--- config.mk ---
export PLATFORM = sky130hd
export DESIGN_NAME = sdram_port_responder
export DESIGN_NICKNAME = d
export VERILOG_FILES = /design/src/rtl/sdram_port_pkg.sv /design/src/rtl/sdram_port_responder.sv
export SDC_FILE = /design/constraint.sdc
export NUM_CORES = 1
export LEC_CHECK = 0
export BUFFER_PORTS_ARGS = -buffer_cell sky130_fd_sc_hd__buf_2
export CELL_PAD_IN_SITES_DETAIL_PLACEMENT = 1
export CELL_PAD_IN_SITES_GLOBAL_PLACEMENT = 2
export CORE_UTILIZATION = 27
export DETAILED_ROUTE_END_ITERATION = 8
export PLACE_DENSITY = 0.82
export RECOVER_POWER = 50
export SYNTH_ARGS = -nofsm -noshare
export SYNTH_HDL_FRONTEND = slang
export SYNTH_SLANG_ARGS = --single-unit
--- constraint.sdc ---
create_clock -name clk -period 1.87 [get_ports clk]
set_input_delay 0.187 -clock clk [delete_from_list [all_inputs] [get_ports clk]]
set_output_delay 0.187 -clock clk [all_outputs]
set_load 0.005 [all_outputs]
--- src/rtl/sdram_port_pkg.sv ---
// Shared types for the toggle req/ack BRAM port responder.
package sdram_port_pkg;

    typedef enum logic [1:0] {
        IDLE  = 2'd0,
        ISSUE = 2'd1,
        WAIT  = 2'd2
    } port_state_t;

    localparam logic [1:0] DS_NONE = 2'b00;
    localparam logic [1:0] DS_LO   = 2'b01;
    localparam logic [1:0] DS_HI   = 2'b10;
    localparam logic [1:0] DS_BOTH = 2'b11;

    // Sum of the byte lanes selected by en, zero-extended to 16 bits.
    function automatic logic [15:0] lane_sum(input logic [1:0] en, input logic [15:0] d);
        logic [15:0] lo;
        logic [15:0] hi;
        lo = ((en & DS_LO) != DS_NONE) ? {8'h00, d[7:0]}  : 16'h0000;
        hi = ((en & DS_HI) != DS_NONE) ? {8'h00, d[15:8]} : 16'h0000;
        return lo + hi;
    endfunction

endpackage

--- src/rtl/sdram_port_responder.sv ---
// Responder end of the toggle req/ack memory port, backed by a synchronous BRAM.
// One byte-masked 16-bit read or write per request; ack toggles LATENCY cycles after ISSUE.
// Optional feature macro SDRAM_PORT_CSUM_EN adds a running byte checksum of all writes.
module sdram_port_responder
    import sdram_port_pkg::*;
#(
    parameter int AW      = 15,
    parameter int LATENCY = 2
) (
    input  logic          clk,
    input  logic          reset_n,
    input  logic          port_req,
    output logic          port_ack,
    input  logic [AW-1:0] port_a,
    input  logic [1:0]    port_ds,
    input  logic          port_we,
    input  logic [15:0]   port_d,
    output logic [15:0]   port_q,
    output logic [AW-1:0] mem_addr,
    output logic [1:0]    mem_we,
    output logic [15:0]   mem_d,
    input  logic [15:0]   mem_q,
`ifdef SDRAM_PORT_CSUM_EN
    input  logic          csum_clr,
    output logic [15:0]   csum,
`endif
    output logic          err_overrun
);

    localparam logic [3:0] CNT_LOAD = 4'(LATENCY - 1);

    port_state_t   state_q, state_d;
    logic [3:0]    cnt_q, cnt_d;
    logic          we_q, we_d;
    logic          req_lvl_q, req_lvl_d;
    // Last req level this responder has consumed; a change of port_req away
    // from it is a new request. Toggles absorbed while busy are consumed at
    // completion so a double toggle does not launch a phantom access.
    logic          seen_q, seen_d;
    logic          ack_q, ack_d;
    logic [15:0]   rdata_q, rdata_d;
    logic [AW-1:0] addr_q, addr_d;
    logic [1:0]    mem_we_q, mem_we_d;
    logic [15:0]   wdata_q, wdata_d;
    logic          err_q, err_d;
`ifdef SDRAM_PORT_CSUM_EN
    logic [15:0]   csum_q, csum_d;
`endif

    // State register.
    always_ff @(posedge clk or negedge reset_n) begin
        if (!reset_n) state_q <= IDLE;
        else          state_q <= state_d;
    end

    // Next-state logic: IDLE -> ISSUE on a pending toggle, one ISSUE cycle, WAIT until the counter expires.
    always_comb begin
        state_d = state_q;
        unique case (state_q)
            IDLE:    if (port_req != seen_q) state_d = ISSUE;
            ISSUE:   state_d = WAIT;
            WAIT:    if (cnt_q == 4'd0) state_d = IDLE;
            default: state_d = IDLE;
        endcase
    end

    // Output/datapath next values; the BRAM command is registered at capture so it is live during ISSUE.
    always_comb begin
        cnt_d     = cnt_q;
        we_d      = we_q;
        req_lvl_d = req_lvl_q;
        seen_d    = seen_q;
        ack_d     = ack_q;
        rdata_d   = rdata_q;
        addr_d    = addr_q;
        wdata_d   = wdata_q;
        mem_we_d  = DS_NONE;
        err_d     = err_q;
        unique case (state_q)
            IDLE: begin
                if (port_req != seen_q) begin
                    addr_d    = port_a;
                    wdata_d   = port_d;
                    mem_we_d  = port_we ? port_ds : DS_NONE;
                    we_d      = port_we;
                    req_lvl_d = port_req;
                    seen_d    = port_req;
                end
            end
            ISSUE: cnt_d = CNT_LOAD;
            WAIT: begin
                if (cnt_q == 4'd0) begin
                    ack_d  = req_lvl_q;
                    seen_d = port_req;
                    if (!we_q) rdata_d = mem_q;
                end else begin
                    cnt_d = cnt_q - 4'd1;
                end
            end
            default: ;
        endcase
        if ((state_q != IDLE) && (port_req != req_lvl_q)) err_d = 1'b1;
    end

`ifdef SDRAM_PORT_CSUM_EN
    // Checksum next value: clear wins over the ISSUE-cycle add of the enabled write bytes.
    always_comb begin
        csum_d = csum_q;
        if (csum_clr)              csum_d = 16'h0000;
        else if (state_q == ISSUE) csum_d = csum_q + lane_sum(mem_we_q, wdata_q);
    end

    // Checksum register.
    always_ff @(posedge clk or negedge reset_n) begin
        if (!reset_n) csum_q <= 16'h0000;
        else          csum_q <= csum_d;
    end

    assign csum = csum_q;
`endif

    // Datapath and output registers.
    always_ff @(posedge clk or negedge reset_n) begin
        if (!reset_n) begin
            cnt_q     <= 4'd0;
            we_q      <= 1'b0;
            req_lvl_q <= 1'b0;
            seen_q    <= 1'b0;
            ack_q     <= 1'b0;
            rdata_q   <= 16'h0000;
            addr_q    <= '0;
            mem_we_q  <= DS_NONE;
            wdata_q   <= 16'h0000;
            err_q     <= 1'b0;
        end else begin
            cnt_q     <= cnt_d;
            we_q      <= we_d;
            req_lvl_q <= req_lvl_d;
            seen_q    <= seen_d;
            ack_q     <= ack_d;
            rdata_q   <= rdata_d;
            addr_q    <= addr_d;
            mem_we_q  <= mem_we_d;
            wdata_q   <= wdata_d;
            err_q     <= err_d;
        end
    end

    assign port_ack    = ack_q;
    assign port_q      = rdata_q;
    assign mem_addr    = addr_q;
    assign mem_we      = mem_we_q;
    assign mem_d       = wdata_q;
    assign err_overrun = err_q;

endmodule
After elaboration in Yosys (flattened, before gate mapping)
Cells that the tools add are included.
{"block": "totals", "register_bits": 60, "in_bits": 53, "word_cells": 43, "output_inout_bits": 51}
{"block": "op_classes", "mux": 11, "n_reduce_logical": 12, "addsub": 1, "n_eq_ne": 7, "n_bitwise": 1}
{"op": "2-bit 2-to-1 mux", "n": 5}
{"op": "4-bit case mux with 2 select lines", "n": 1}
{"op": "2-bit AND reduction", "n": 4}
{"op": "2-bit != test, second input constant", "n": 3}
{"op": "2-bit case mux with 3 select lines", "n": 1}
{"op": "3-bit AND reduction", "n": 2}
{"op": "2-bit nonzero test", "n": 3}
{"op": "4-bit zero test", "n": 1}
{"op": "4-bit 2-to-1 mux", "n": 1}
{"op": "4-bit by 1-bit subtractor with 4-bit output, second input constant", "n": 1}
{"op": "2-bit by 1-bit equality test with 1-bit output, second input constant", "n": 1}
{"op": "2-bit equality test, second input constant", "n": 1}
{"op": "2-bit zero test", "n": 1}
{"op": "1-bit 2-to-1 mux", "n": 2}
{"op": "1-bit != test", "n": 2}
{"op": "1-bit case mux with 2 select lines", "n": 1}
{"op": "1-bit logical AND", "n": 1}
{"op": "1-bit inverter", "n": 1}

Logic depth before layout (Yosys ltp)
Gate-level depths: netlist (run 1).
{"block": "logic_depth", "ltp_word": 3, "depth_mapped": 7, "ltp_nobuf": 5}

Worst setup path before layout (run 1)
OpenSTA, ideal clock, no wires.
{"block": "synth_timing", "path_type": "reg-to-reg", "from": "reg cnt_q[0]", "to": "reg rdata_q[10] (netlist: port_q[10])", "setup_time_ps": 125, "path_stages_with_launch": 8, "period_less_slack_ps": 2075, "n_path_buf": 2, "setup_slack_ps": -205, "required_ps": 1745, "arrival_time_ps": 1950, "cell_sequence": "dfrtp_1 inv_1 ha_1 or3b_4 or3_1 buf_6 buf_12 mux2_4"}
{"block": "synth_between", "elab_chain_cells": 2}
{"element": "start: declaration", "line_no": "sdram_port_responder.sv:33", "text": "logic [3:0] cnt_q, cnt_d;"}
{"element": "start signal: assignment", "line_no": "sdram_port_responder.sv:136", "text": "cnt_q <= cnt_d;"}
{"element": "4-bit zero test", "line_no": "sdram_port_responder.sv:92", "text": "if (cnt_q == 4'd0) begin"}
{"element": "3-bit AND reduction (no source line)"}
{"element": "end signal: assignment", "line_no": "sdram_port_responder.sv:141", "text": "rdata_q <= rdata_d;"}
{"element": "end: declaration", "line_no": "sdram_port_responder.sv:41", "text": "logic [15:0] rdata_q, rdata_d;"}
Every way passes these cells.
A chain may end at the register's enable or synchronous reset.

Final worst setup path (run 1)
{"block": "layout_timing", "from": "reg cnt_q[1]", "to": "reg rdata_q[10] (netlist: port_q[10])"}
The elaborated chain is that of the path after synthesis.

==> qor.yml, run 1 <==
failed_checks: "setup timing"
endpoint_kind: "flop"
die_area_um2: 9360
grt_usage: 0.128
vias: 1743
hp-class: "input port to flop"
synth_nets: 212
synth_compound_area_frac: 0.0387
maxCapViolations: 0
rows: 34
totalWireLength_um: 5780
pin_count: 104
synth.area.top_cells: "dfrtp_1 (62%), mux2_2 (19%), mux2_4 (6.2%)"
post-route-min-period_ps: 1990
remaining_drc_errors: 0
period_share: 1.07
power_density_nw_per_um2: 1680
pre_cts_ws_ps: -146
die_w_um: 96.7
async_flop_share: 1.00
grt.overflow.total: 0
synth.mux.area_fraction: 0.252
setup_violations: 16
drt_iter0_drc: 24
setup_tns_ps: -1760
clk_latency_ps: 340
grt_pass1_wl_um: 9360
drive_above_1_share: 0.606
crit_arrival_ps: 2210
multiInputGateArea_um2: 873
die_h_um: 96.7
clkTransAtPathRegs_ps: 80
synth_cell_type_count: 32
core_area_um2: 8720
clock_path_buffers: 2
critPathLaunchType: "flop"
port_buffers: 103
yosysTopAreaCell: "dfrtp_1"
cts.htree.levels: 3
leakage_uw: 0.00161
syn_inst: 157
yosysTopAreaCellShare: 0.620
fmax_ghz: 0.502
fin_ws_ps: -124
synth_warnings: 0
routabilityCongestion: 0.698
area_growth_pct: 39.3
antenna_cells: 0
antenna_found_initial: 0
cts_buffers: 9
ant_nets: 0
cts_tree: "yes"
slew_violations: 0
initial_core_util: 0.278
yosys_register_bits: 60
critPathKind: "flop to flop"
required_ps: 2090
yosysSeqAreaShare: 0.620
nets: 337
synth-simple-area-share: 0.0418
vdd_drop_max_uv: 620
first_pass_iters: 3
grt_max_degree: 37
synthXorXnorAreaFrac: 0.00723
cts_sinks: 60
dpl_cell_area_um2: 3170
yosysMostFrequentCell: "dfrtp_1"
routed_via_density: 4.41
dp_hpwl_um: 4200
skew_ps: 10.0
crit_fanout: 8
tightest_slew_ps: 1140
seqCellArea_um2: 1500
yosys_most_used_dff: "dfrtp_1"
fill_cells: 961
yosys.area_share.adder: 0.0103
clockRootBuffer: "clkbuf_8"
synth-edff-count: 0
status: "finished with violations"
slew_headroom: 0.241
synth_area_per_cell_um2: 15.4
netlist_area_um2: 2420
synth_common_cells: "dfrtp_1 (60), mux2_2 (41), mux2_4 (10), inv_1 (5), nand2_1 (4)"
synth_top_family_by_area: "multiplexers"
grt_pass1_vias: 1933
finish.instance_area_um2: 3380
grt_setup_unrepaired: "true"
wire_per_inst_um: 14.6
post-route-util: 0.387
hold_viol: 0
-- cell type report --
type	instances	area share
Clock buffer	11	0.0419
Inverter	5	0.00556
Timing Repair Buffer	121	0.199
Sequential cell	60	0.445
Tap cell	108	0.0400
Multi-Input combinational cell	85	0.259
Clock inverter	5	0.0107
-- registers in the layout, indices dropped and copies added, names as in the netlist --
| signal | count |
|---|---|
| state_q | 2 |
| err_overrun | 1 |
| mem_d | 16 |
| mem_we | 2 |
| port_ack | 1 |
| cnt_q | 4 |
| port_q | 16 |
| we_q | 1 |
| mem_addr | 15 |
| seen_q | 1 |
| req_lvl_q | 1 |
-- what timing repair did --
action,4_1_cts,5_1_grt
resized for setup,1,0
setup buffers,1,2
setup endpoints to repair,16,16
endpoints found under the hold margin,20,0
pin swaps,0,1
hold buffers,1,0
gates cloned,0,1
-- layer usage --
layer  GRT usage  part of all wire  wire length, µm
met5           0                 0                0
met4      0.0517             0.019              112
met3      0.0491             0.068              392
met2       0.218              0.52             3000
met1       0.144              0.39             2280
-- report_power, final --
part,internal (µW),leakage [µW],switching (µW)
registers,1940,0.000709,321
clock network,519,0.0000820,525
logic,1400,0.000815,977
total,3860,0.00161,1820
-- cell usage in the layout (no fill, tap or decap), types with 2 or more instances in the layout --
cell | Yosys | routed
buf_2 | 3 | 86
dfrtp_1 | 60 | 60
mux2_2 | 41 | 41
clkbuf_1 | 2 | 19
buf_4 | 0 | 12
mux2_4 | 10 | 10
clkbuf_8 | 0 | 10
nand2_1 | 4 | 4
inv_1 | 5 | 3
clkinvlp_4 | 0 | 3
inv_2 | 0 | 2
xnor2_1 | 2 | 2
and3_1 | 2 | 2
a31oi_1 | 2 | 2
a21oi_1 | 2 | 2
nor2_1 | 2 | 2
buf_12 | 1 | 2
-- critical path: stages, from the launching register on --
cell and delay, ps:
dfrtp_1 390, inv_2 90, ha_4 130, or3b_4 380
or3_4 420, clkbuf_16 180, mux2_4 290
-- metrics by stage --
stage          hold WS, ps  instances  total power (µW)
2_1_floorplan         -109        157              3620
3_3_place_gp           184        374              4590
3_5_place_dp           187        374              4710
4_1_cts               57.9        392              5820
5_1_grt               58.4        395              6100
6_report              76.0        395              5690
-- path summary, 6_finish.rpt --
path | start | cells after the start | slack [ps] | endpoint
worst min register to register | port_q[3]$_DFFE_PN0P_ | 1 | 500 | port_q[3]$_DFFE_PN0P_
worst min-delay path | port_d[4] | 2 | 80 | mem_d[4]$_DFFE_PN0P_
worst max register to register | cnt_q[1]$_DFFE_PN0P_ | 6 | -120 | port_q[10]$_DFFE_PN0P_
min in group asynchronous | reset_n | 2 | 610 | port_q[14]$_DFFE_PN0P_
worst max-delay path | cnt_q[1]$_DFFE_PN0P_ | 6 | -120 | port_q[10]$_DFFE_PN0P_
max in group asynchronous | reset_n | 3 | 190 | mem_d[11]$_DFFE_PN0P_
-- kinds of logic after synthesis --
family          count (synthesis)
fa+ha+maj                       2
flops                          60
simple gates                   17
compound gates                 13
xor+xnor                        2
mux                            51
buf+inv                        12
(Power assumes the default switching activity.)
==> run 2: changes to the inputs <==
--- a/config.mk
+++ b/config.mk
@@ -6,11 +6,9 @@
 export NUM_CORES = 1
 export LEC_CHECK = 0
 export BUFFER_PORTS_ARGS = -buffer_cell sky130_fd_sc_hd__buf_2
-export CELL_PAD_IN_SITES_DETAIL_PLACEMENT = 1
-export CELL_PAD_IN_SITES_GLOBAL_PLACEMENT = 2
-export CORE_UTILIZATION = 27
+export CORE_UTILIZATION = 42
 export DETAILED_ROUTE_END_ITERATION = 8
-export PLACE_DENSITY = 0.82
+export PLACE_DENSITY = 0.83
 export RECOVER_POWER = 50
 export SYNTH_ARGS = -nofsm -noshare
 export SYNTH_HDL_FRONTEND = slang
==> qor.yml, run 2 (synthesized netlist as in run 1, its figures left out) <==
setup_violations: 16
core_area_um2: 5540
die_w_um: 78.0
grt_usage: 0.179
hp-class: "input port to flop"
grt_pass1_vias: 1790
fmax_ghz: 0.499
remaining_drc_errors: 0
routed_via_density: 4.87
cp-endpoint: "port_q[9]$_DFFE_PN0P_"
grtUsageMet2: 0.305
power_density_nw_per_um2: 1730
cts_tree: "yes"
status: "finished with violations"
die_area_um2: 6080
grt_use_met3: 0.0624
clk_latency_ps: 320
skew_ps: 7.48
vdd_drop_max_uv: 852
dpl_cell_area_um2: 3130
wire_per_inst_um: 14.4
nets: 336
clockRootBuffer: "clkbuf_8"
post-route-min-period_ps: 2000
initial_core_util: 0.437
met1_usage: 0.213
vias: 1744
antenna_cells: 0
leakage_uw: 0.00164
dp_hpwl_um: 3730
total_power_uw: 5750
grt.busiest_layer: "met2"
critPathKind: "flop to flop"
crit_arrival_ps: 2200
r2r_cells: 6
final_cell_mix: "buf_2 (98), dfrtp_1 (60), mux2_2 (41)"
grt_pass1_wl_um: 8250
final_common_cell: "buf_2"
endpoint_kind: "flop"
crit-reg2reg-launch: "cnt_q[0]$_DFFE_PN0P_"
totalWireLength_um: 5160
pin_count: 104
crit_fanout: 16
r2r_end: "port_q[9]$_DFFE_PN0P_"
routabilityCongestion: 0.811
area_growth_pct: 37.0
maxCapViolations: 0
grt.overflow.total: 0
grt_setup_unrepaired: "true"
hold_viol: 0
drive_above_1_share: 0.647
required_ps: 2070
ant_nets: 0
drt_iter0_drc: 87
reg2reg_slack_ps: -130
cp-startpoint: "cnt_q[0]$_DFFE_PN0P_"
tightest_slew_ps: 810
cts.htree.levels: 3
fin_ws_ps: -132
cts_buffers: 9
clock_path_buffers: 2
grt_max_degree: 61
post-route-util: 0.599
slew_violations: 0
port_buffers: 103
antenna_found_initial: 0
critPathLaunchType: "flop"
clkTransAtPathRegs_ps: 70
failed_checks: "setup timing"
slew_headroom: 0.460
die_h_um: 78.0
cts_sinks: 60
rows: 27
first_pass_iters: 4
finish.instance_area_um2: 3320
period_share: 1.07
-- run 2: cell count changes in the layout (fill, tap and decap cells not counted), sizes merged --
| cell | delta |
|---|---|
| bufinv | +1 |
| buf | +13 |
| clkinv | +2 |
| inv | -1 |
| clkinvlp | -2 |
| clkbuf | -14 |
-- run 2: timing repair --
item                                    in CTS  in global routing
resized for setup                            1                  0
endpoints found under the setup margin      16                 16
endpoints found under the hold margin       60                  0
pin swaps                                    0                  0
hold buffers                                 1                  0
setup buffers                                0                  1
-- run 2: cell type report --
type,instances,area [µm²]
Multi-Input combinational cell,85,873
Tap cell,72,90.1
Inverter,5,18.8
Fill cell,478,2220
Clock buffer,11,131
Clock inverter,5,52.6
Timing Repair Buffer,120,652
Sequential cell,60,1500
-- run 2: worst max-delay path, cell delays in order (launching register included) --
cell and delay (ps):
dfrtp_1 410, inv_2 100, ha_4 130, or3b_4 370, or3_4 400, buf_12 170
mux2_4 300
-- run 2: worst min path at each step --
| stage | cells after the start | end | start | slack [ps] |
|---|---|---|---|---|
| 4_1_cts | 2 | port_q[14]$_DFFE_PN0P_ | mem_q[14] | 70 |
| 3_5_place_dp | 2 | err_overrun$_DFFE_PN0P_ | reset_n | 220 |
| 2_1_floorplan | 0 | cnt_q[0]$_DFFE_PN0P_ | reset_n | -110 |
| 5_1_grt | 2 | mem_d[11]$_DFFE_PN0P_ | port_d[11] | 70 |
| 3_3_place_gp | 2 | mem_addr[3]$_DFFE_PN0P_ | reset_n | 220 |
| 6_report | 2 | port_q[8]$_DFFE_PN0P_ | mem_q[8] | 90 |
-- run 2: per-layer routing --
metal,part of all wire,up-vias
li1,-,807
met1,0.42,858
met2,0.51,73
met3,0.065,6
met4,0.0074,0
met5,0,-
-- run 2: power by group --
| group | switching [µW] | internal [µW] | total, µW |
|---|---|---|---|
| Combinational | 943 | 1420 | 2360 |
| Clock | 480 | 609 | 1090 |
| Sequential | 357 | 1940 | 2300 |
-- run 2: metrics by stage --
| stage | hold WS (ps) | worst slack (ps) | setup TNS (ps) | std cells |
|---|---|---|---|---|
| 6_report | 90.8 | -132 | -1760 | 358 |
| 5_1_grt | 73.4 | -167 | -2420 | 358 |
| 4_1_cts | 74.2 | -117 | -1490 | 357 |
| 3_5_place_dp | 222 | -137 | -1840 | 340 |
| 3_3_place_gp | 217 | -68.7 | -926 | 340 |
| 2_1_floorplan | -109 | -186 | -1960 | 157 |
==> run 3: changes to the inputs <==
--- a/config.mk
+++ b/config.mk
@@ -6,10 +6,12 @@
 export NUM_CORES = 1
 export LEC_CHECK = 0
 export BUFFER_PORTS_ARGS = -buffer_cell sky130_fd_sc_hd__buf_2
+export CORE_ASPECT_RATIO = 0.8
 export CORE_UTILIZATION = 42
 export DETAILED_ROUTE_END_ITERATION = 8
 export PLACE_DENSITY = 0.83
 export RECOVER_POWER = 50
+export SKIP_CTS_REPAIR_TIMING = 1
 export SYNTH_ARGS = -nofsm -noshare
 export SYNTH_HDL_FRONTEND = slang
 export SYNTH_SLANG_ARGS = --single-unit
==> qor.yml, run 3 (synthesized netlist as in run 1, its figures left out) <==
hp-class: "input port to flop"
wire_per_inst_um: 13.3
rows: 24
drive_above_1_share: 0.629
fmax_ghz: 0.511
cts_sinks: 60
finish.instance_area_um2: 3360
tightest_slew_ps: 1250
clock_path_buffers: 2
initial_core_util: 0.441
final_cell_mix: "buf_2 (95), dfrtp_1 (60), mux2_2 (41)"
endpoint_kind: "flop"
period_share: 1.05
port_buffers: 103
pin_count: 104
grt_pass1_vias: 1763
remaining_drc_errors: 0
grt.overflow.total: 0
dp_hpwl_um: 3610
p_seq_frac: 0.387
totalWireLength_um: 4830
grt_max_degree: 38
clk_latency_ps: 320
dpl_cell_area_um2: 3140
leakage_uw: 0.00165
status: "finished with violations"
antenna_cells: 0
vdd_drop_max_uv: 846
setup_violations: 16
critPathLaunchType: "flop"
reg2reg_slack_ps: -90
post-route-util: 0.612
antenna_found_initial: 0
cts.htree.levels: 3
clkTransAtPathRegs_ps: 70
required_ps: 2080
p_sw_uw: 1730
total_power_uw: 5850
skew_ps: 6.83
grt_usage: 0.175
first_pass_iters: 5
routed_via_density: 4.70
failed_checks: "setup timing"
cts_tree: "yes"
power_density_nw_per_um2: 1740
drt_iter0_drc: 60
fin_ws_ps: -86.3
post-route-min-period_ps: 1960
hold_viol: 0
area_growth_pct: 38.8
cts_buffers: 9
grt_setup_unrepaired: "true"
pre_cts_ws_ps: -135
nets: 336
p_clk_frac: 0.211
crit_fanout: 9
slew_violations: 0
pwr-share-comb: 0.403
place_inst: 346
ant_nets: 0
core_area_um2: 5500
die_w_um: 86.9
final_common_cell: "buf_2"
crit_arrival_ps: 2170
routabilityCongestion: 0.903
maxCapViolations: 0
internal_power_uw: 4110
die_area_um2: 6080
slew_headroom: 0.164
die_h_um: 69.9
switching_share: 0.296
layout.cells.non_filler: 364
grt_pass1_wl_um: 7920
critPathKind: "flop to flop"
clockRootBuffer: "clkbuf_8"
vias: 1711
==> run 3: changes by cell type in the layout (fill, tap and decap cells not counted), moves of 2 or more <==
cell / delta
buf_2: -3
buf_4: -3
clkbuf_1: +5
clkinv_2: -2
buf_8: +2
==> run 3: per-layer routing <==
metal | vias up | routed length (µm) | global-route usage
li1 | 806 | - | -
met1 | 827 | 2010 | 0.197
met2 | 74 | 2410 | 0.292
met3 | 4 | 378 | 0.0757
met4 | 0 | 41 | 0.0667
met5 | - | 0 | 0
==> run 3: area by class of cell <==
| cell class | count | area (µm²) |
|---|---|---|
| multi-input combinational | 85 | 873 |
| fill | 441 | 2130 |
| clock buffer | 12 | 135 |
| timing repair buffer | 120 | 663 |
| inverter | 5 | 18.8 |
| sequential | 60 | 1500 |
| clock inverter | 4 | 73.8 |
| tap | 78 | 97.6 |
==> run 3: worst paths after layout <==
| check | from | endpoint | depth (start not counted) |
|---|---|---|---|
| max | cnt_q[1]$_DFFE_PN0P_ | port_q[9]$_DFFE_PN0P_ | 6 |
| min | mem_q[7] | port_q[7]$_DFFE_PN0P_ | 2 |
| max reg2reg | cnt_q[1]$_DFFE_PN0P_ | port_q[9]$_DFFE_PN0P_ | 6 |
| min reg2reg | err_overrun$_DFFE_PN0P_ | err_overrun$_DFFE_PN0P_ | 1 |
| max in group asynchronous | reset_n | mem_addr[7]$_DFFE_PN0P_ | 3 |
| min in group asynchronous | reset_n | mem_d[12]$_DFFE_PN0P_ | 2 |
==> run 3: power by group through the flow <==
stage          Sequential (µW)  Clock [µW]  Combinational (µW)
6_report                  2260        1230                2360
5_1_grt                   2340        1330                2580
4_1_cts                   2270        1270                2400
3_5_place_dp              2280           0                2400
3_3_place_gp              2260           0                2320
2_1_floorplan             2320           0                1300
==> run 3: critical path: stages, from the launching register on <==
cell and delay, ps:
dfrtp_1 380, inv_2 80, ha_4 130, or3b_4 390, or3_4 410, buf_8 160
mux2_4 290
==> run 3: per-stage QoR <==
step / hold slack, ps / TNS, ps
global route: 67.4 / -1960
floorplan: -109 / -1960
global placement: 196 / -1440
detailed placement: 204 / -1880
CTS: -160 / -2150
finish: 86.8 / -1100
